<file path="config.mk">
export PLATFORM = sky130hd
export DESIGN_NAME = seq_gen
export DESIGN_NICKNAME = d
export VERILOG_FILES = /design/src/rtl/seq_pkg.sv /design/src/rtl/shreg_piso.sv /design/src/rtl/seq_gen.sv
export SDC_FILE = /design/constraint.sdc
export NUM_CORES = 1
export LEC_CHECK = 0
export ABC_AREA = 1
export CAP_MARGIN = 30
export CORE_MARGIN = 2
export CORE_UTILIZATION = 40
export DETAILED_ROUTE_END_ITERATION = 12
export PLACE_DENSITY = 0.66
export SLEW_MARGIN = 20
export SYNTH_ARGS = -nofsm -noshare
export SYNTH_HDL_FRONTEND = slang
export SYNTH_HIERARCHICAL = 1
export SYNTH_SLANG_ARGS = --single-unit
</file>
<file path="constraint.sdc">
create_clock -name clock -period 1.8 [get_ports clock]
set_input_delay 0.18 -clock clock [delete_from_list [all_inputs] [get_ports clock]]
set_output_delay 0.18 -clock clock [all_outputs]
set_load 0.02 [all_outputs]
</file>
<file path="src/rtl/seq_pkg.sv">
// -----------------------------------------------------------------------------
// seq_pkg
// Shared definitions for the serial pattern transmitter (seq_gen) and the
// Moore sequence detectors it drives. The detector benches import the state
// encoding from here, so the numeric values below must stay stable.
//
// Contents:
//   SEQ_IDLE / SEQ_SHIFT / SEQ_DONE : 2-bit state encoding
//   SEQ_MAX_WIDTH                   : largest supported pattern length
//   seq_state_e                     : enum built on the encoding above
// -----------------------------------------------------------------------------
package seq_pkg;

  localparam logic [1:0] SEQ_IDLE  = 2'b00;
  localparam logic [1:0] SEQ_SHIFT = 2'b01;
  localparam logic [1:0] SEQ_DONE  = 2'b10;

  localparam int unsigned SEQ_MAX_WIDTH = 32'd32;

  typedef enum logic [1:0] {
    ST_IDLE  = SEQ_IDLE,
    ST_SHIFT = SEQ_SHIFT,
    ST_DONE  = SEQ_DONE
  } seq_state_e;

endpackage : seq_pkg

</file>
<file path="src/rtl/shreg_piso.sv">
// -----------------------------------------------------------------------------
// shreg_piso
// Parallel-in / serial-out shift register, MSB first. A load has priority
// over a shift. Zeros are shifted in at the LSB, so after a full pass the
// register is empty.
//
// Ports:
//   clk_i    in   1      rising-edge clock
//   rst_ni   in   1      synchronous active-low reset (clears the register)
//   load_i   in   1      capture data_i on this edge
//   shift_i  in   1      shift left by one on this edge
//   data_i   in   WIDTH  parallel load value
//   msb_o    out  1      current MSB (registered)
// -----------------------------------------------------------------------------
module shreg_piso #(
  parameter int unsigned WIDTH = 32'd8
) (
  input  logic             clk_i,
  input  logic             rst_ni,
  input  logic             load_i,
  input  logic             shift_i,
  input  logic [WIDTH-1:0] data_i,
  output logic             msb_o
);

  logic [WIDTH-1:0] shreg_q;
  logic [WIDTH-1:0] shreg_d;

  // Next-state selection: load wins over shift, otherwise hold.
  always_comb begin
    shreg_d = shreg_q;
    if (load_i) begin
      shreg_d = data_i;
    end else if (shift_i) begin
      shreg_d = {shreg_q[WIDTH-2:0], 1'b0};
    end else begin
      shreg_d = shreg_q;
    end
  end

  // Shift register storage with synchronous clear.
  always_ff @(posedge clk_i) begin
    if (!rst_ni) begin
      shreg_q <= '0;
    end else begin
      shreg_q <= shreg_d;
    end
  end

  assign msb_o = shreg_q[WIDTH-1];

endmodule : shreg_piso

</file>
<file path="src/rtl/seq_gen.sv">
// -----------------------------------------------------------------------------
// seq_gen
// Serial pattern transmitter feeding the single-bit w line of the Moore
// sequence detectors. A start request in IDLE captures a WIDTH-bit pattern,
// which is then sent MSB first, one bit per clock, followed by a one-cycle
// done pulse and a return to IDLE.
//
// Optional feature, macro SEQ_GEN_REPEAT_EN:
//   defined   - with repeat_i high when the last bit is sent, the pattern is
//               reloaded from an internal copy and streaming continues with
//               no gap and no done pulse.
//   undefined - repeat_i is ignored and the internal copy does not exist.
//
// Ports:
//   clock      in   1      rising-edge system clock
//   reset_n    in   1      synchronous active-low reset
//   start_i    in   1      load request, honoured only in IDLE
//   pattern_i  in   WIDTH  bits to transmit, captured on the accepting edge
//   repeat_i   in   1      continuous-mode request
//   w_o        out  1      serial data, MSB first, 0 whenever valid_o is 0
//   valid_o    out  1      w_o carries a pattern bit
//   busy_o     out  1      high in SHIFT and DONE
//   done_o     out  1      one-cycle pulse after the last bit
//
// All outputs decode registered state only; no input reaches an output
// combinationally. WIDTH legal range is 2..SEQ_MAX_WIDTH.
// -----------------------------------------------------------------------------
module seq_gen
  import seq_pkg::*;
#(
  parameter int unsigned WIDTH = 32'd8
) (
  input  logic             clock,
  input  logic             reset_n,
  input  logic             start_i,
  input  logic [WIDTH-1:0] pattern_i,
  input  logic             repeat_i,
  output logic             w_o,
  output logic             valid_o,
  output logic             busy_o,
  output logic             done_o
);

  localparam int unsigned CNT_W = $clog2(WIDTH);
  localparam logic [CNT_W-1:0] CNT_LOAD = CNT_W'(WIDTH - 32'd1);
  localparam logic [CNT_W-1:0] CNT_ONE  = CNT_W'(32'd1);

  seq_state_e       state_q;
  seq_state_e       state_d;
  logic [CNT_W-1:0] cnt_q;
  logic [CNT_W-1:0] cnt_d;
  logic             load_s;
  logic             shift_s;
  logic [WIDTH-1:0] load_data_s;
  logic             msb_s;

`ifdef SEQ_GEN_REPEAT_EN
  logic [WIDTH-1:0] pat_q;

  // Keep a copy of the accepted pattern so later passes can reload it.
  always_ff @(posedge clock) begin
    if (!reset_n) begin
      pat_q <= '0;
    end else if ((state_q == ST_IDLE) && start_i) begin
      pat_q <= pattern_i;
    end else begin
      pat_q <= pat_q;
    end
  end
`else
  // repeat_i is kept on the port for a uniform interface but has no effect.
  logic repeat_unused_s;
  assign repeat_unused_s = repeat_i;
`endif

  // Next-state, counter and shift-register control.
  always_comb begin
    state_d     = state_q;
    cnt_d       = cnt_q;
    load_s      = 1'b0;
    shift_s     = 1'b0;
    load_data_s = pattern_i;
    case (state_q)
      ST_IDLE: begin
        if (start_i) begin
          load_s  = 1'b1;
          cnt_d   = CNT_LOAD;
          state_d = ST_SHIFT;
        end else begin
          state_d = ST_IDLE;
        end
      end
      ST_SHIFT: begin
        if (cnt_q == '0) begin
`ifdef SEQ_GEN_REPEAT_EN
          if (repeat_i) begin
            // Reload on the same edge the last bit leaves, so the stream
            // continues without a gap.
            load_s      = 1'b1;
            load_data_s = pat_q;
            cnt_d       = CNT_LOAD;
            state_d     = ST_SHIFT;
          end else begin
            shift_s = 1'b1;
            state_d = ST_DONE;
          end
`else
          shift_s = 1'b1;
          state_d = ST_DONE;
`endif
        end else begin
          // Counter is non-zero here, so the decrement never wraps.
          shift_s = 1'b1;
          cnt_d   = cnt_q - CNT_ONE;
          state_d = ST_SHIFT;
        end
      end
      ST_DONE: begin
        state_d = ST_IDLE;
      end
      default: begin
        state_d = ST_IDLE;
        cnt_d   = '0;
      end
    endcase
  end

  // State and bit-counter registers.
  always_ff @(posedge clock) begin
    if (!reset_n) begin
      state_q <= ST_IDLE;
      cnt_q   <= '0;
    end else begin
      state_q <= state_d;
      cnt_q   <= cnt_d;
    end
  end

  shreg_piso #(
    .WIDTH (WIDTH)
  ) u_shreg (
    .clk_i   (clock),
    .rst_ni  (reset_n),
    .load_i  (load_s),
    .shift_i (shift_s),
    .data_i  (load_data_s),
    .msb_o   (msb_s)
  );

  // Status decode from registered state; w is gated so it is 0 outside SHIFT.
  assign valid_o = (state_q == ST_SHIFT);
  assign w_o     = (state_q == ST_SHIFT) & msb_s;
  assign busy_o  = (state_q != ST_IDLE);
  assign done_o  = (state_q == ST_DONE);

endmodule : seq_gen

</file>
==> reports/summary.txt <==
CP Class = reg -> out
Max VDD drop = 0.000496 V
Synthesized net count = 116
DR vias/cell = 4.74
Initial antenna violation count = 0
Multi-input gate area = 327 µm²
Detailed Route WL = 1390 µm
Row count = 14
Chip width = 45.1 µm
Cts bufs inserted = 3
Gr ovfl total = 0
Hold Buf Count CTS = 0
R2R Path End = u_shreg/shreg_q[2]
Pre-Repair DR Iteration Count = 4
Worst Path Required = 1620 ps
Slew Limit Fails = 0
CTS H-tree depth = 1
Family with the most delay on the worst path = buffers and inverters
Crit path time final = 1680 ps
IO Pins = 16
Skew final = 2.77 ps
Syn Std Cell Area = 677 µm²
Fin crit share = 93.2%
Synth cell types = 14
Post-DRT Antenna Nets = 0
Clock sink total = 13
Final setup viols = 0
Drc violations = 0
Status = complete, no violations
Worst min-delay path startpoint = u_shreg/shreg_q[4]
N_diodes = 0
Power, Total = 0.726 mW
WP buf/inv = 2
Worst path arrival time = 1500 ps
Synthesized area per cell = 6.64 µm²
Layout area overhead = 27.2%
RSZ-0062 raised after global routing = false
Drt wl/cell = 10.2 µm
Synth warnings = 6
CTS root buffer = clkbuf_4
Crit path from = state_q[1]
Max cap viols = 0
Largest net degree at the start of global routing = 11
CP Capture Type = primary output
Flop2flop setup slack = 370 ps
First-pass GRT wire length = 2320 µm
CP Cell Sequence = inv_2 > nand2_1 > nor2_1 > clkdlybuf4s50_1
Worst-Margin Slew = 397 ps
Number of DRC markers after the initial detailed-route iteration = 10
Clk Latency, worst-skew pair = 270 ps
Worst path depth = 4
Routability Congestion = 0.760
Vias post-DR = 645
Core area = 1540 µm²
GRT Util Overall = 15.3%
Leak = 0.443 nW
Synth Register Bits = 13
P per Cell Area = 843 nW/µm²
Vias in the first global route = 590
R2R depth = 8
Max-slew headroom = 73.4%
Crit Path Max Fanout = 5
Final hold vios = 0
Crit-path max cell delay = 600 ps
Worst hold path class = reg -> reg
Clk pin slew, worst setup/hold paths = 80 ps
# port buffers = 14
Finished Core Util = 55.8%
Slowest CP cell = clkdlybuf4s50_1
R2R Path Start = state_q[1]
Die Ht = 45.1 µm
Fillers = 152
Register area = 262 µm²
Nets = 135
Max clock buf depth = 2
Initial Utilization = 43.9%
Setup_tns = 0 ps
Sequential element share of the synthesized area = 38.4%
Die ar. = 2040 µm²
Share of cells above drive strength 1 = 10.0%
TritonCTS clock tree = yes
CP startpoint kind = flip-flop
FMAX = 596 MHz
Mapped Cells = 102
Final HPWL DP = 1040 µm
Worst Setup EP = w_o
==> kinds of logic after synthesis <==
kind of cell	Yosys count	share of synthesized area, %
DFF	13	38.4
AOI/OAI and AO/OA	10	7.39
buffers and inverters	21	13.3
and+or+nand+nor	56	37.2
adders and majority gates	2	3.70
==> worst min-delay path: cells and delay by family, from the launching register on <==
| family | cells | cell delay [ps] |
|---|---|---|
| AOI/OAI and AO/OA | 1 | 50 |
| and+or+nand+nor | 1 | 60 |
| DFF | 1 | 320 |
==> metal layers <==
metal	GRT usage (%)	wire, µm
met1	19.1	667
met3	2.40	54
met4	7.65	9
met2	25.4	655
met5	0	0
==> metrics by stage <==
stage | instances | hold slack, ps | instance area (µm²) | worst slack [ps]
final | 136 | 466 | 861 | 122
after global routing | 136 | 488 | 861 | 39.9
after CTS | 136 | 471 | 860 | 19.3
after floorplan | 102 | 278 | 677 | 550
after global placement | 132 | 454 | 833 | 258
after detailed placement | 132 | 458 | 833 | 242
==> synthesized netlist by cell type, drive strengths merged <==
cell type | number | share of area (%)
nand2 | 35 | 20
inv | 19 | 11
dfxtp | 13 | 38
nand3 | 13 | 9.6
a21oi | 10 | 7.4
nor2 | 7 | 6.7
buf | 2 | 2.8
ha | 2 | 3.7
nor3 | 1 | 0.74
==> report_power, final <==
| group | internal (mW) | switching, mW | leakage [nW] |
|---|---|---|---|
| clock network | 0.0857 | 0.0912 | 0.0150 |
| registers | 0.318 | 0.0188 | 0.108 |
| logic | 0.0924 | 0.120 | 0.320 |
==> final cells by class <==
class                   count  area share (%)
repair buffers             16            18.0
multi-input cells          68            37.9
flip-flops and latches     13            30.4
clock buffers               4            3.05
inverters                  19            8.28
well taps                  16            2.33
==> how the worst min path moves through the flow <==
| stage | end | slack [ps] | cells past startpoint |
|---|---|---|---|
| 6_report | u_shreg/shreg_q[4] | 470 | 2 |
| 5_1_grt | u_shreg/shreg_q[0] | 490 | 3 |
| 4_1_cts | u_shreg/shreg_q[0] | 470 | 2 |
| 3_3_place_gp | u_shreg/shreg_q[6] | 450 | 2 |
| 3_5_place_dp | u_shreg/shreg_q[4] | 460 | 2 |
| 2_1_floorplan | u_shreg/shreg_q[1] | 280 | 2 |
==> cell usage in the layout, fill, tap and decap left out <==
cell	instances
nand2_1	33
inv_1	17
clkdlybuf4s50_1	14
nand3_1	13
dfxtp_1	12
a21oi_1	10
nor2_1	5
clkbuf_4	3
inv_2	2
nand2_2	2
ha_1	2
buf_4	2
nor2_2	1
nor3_1	1
clkbuf_1	1
dfxtp_2	1
nor2_8	1
==> what timing repair did <==
action	CTS	global route
resized for setup	0	1
buffers inserted	0	0
endpoints found under the setup margin	0	2
==> registers in the layout, indices dropped and copies added, names as in the netlist <==
register,flops
u_shreg/shreg_q,8
cnt_q,3
state_q,2
(Power assumes the default switching activity.)
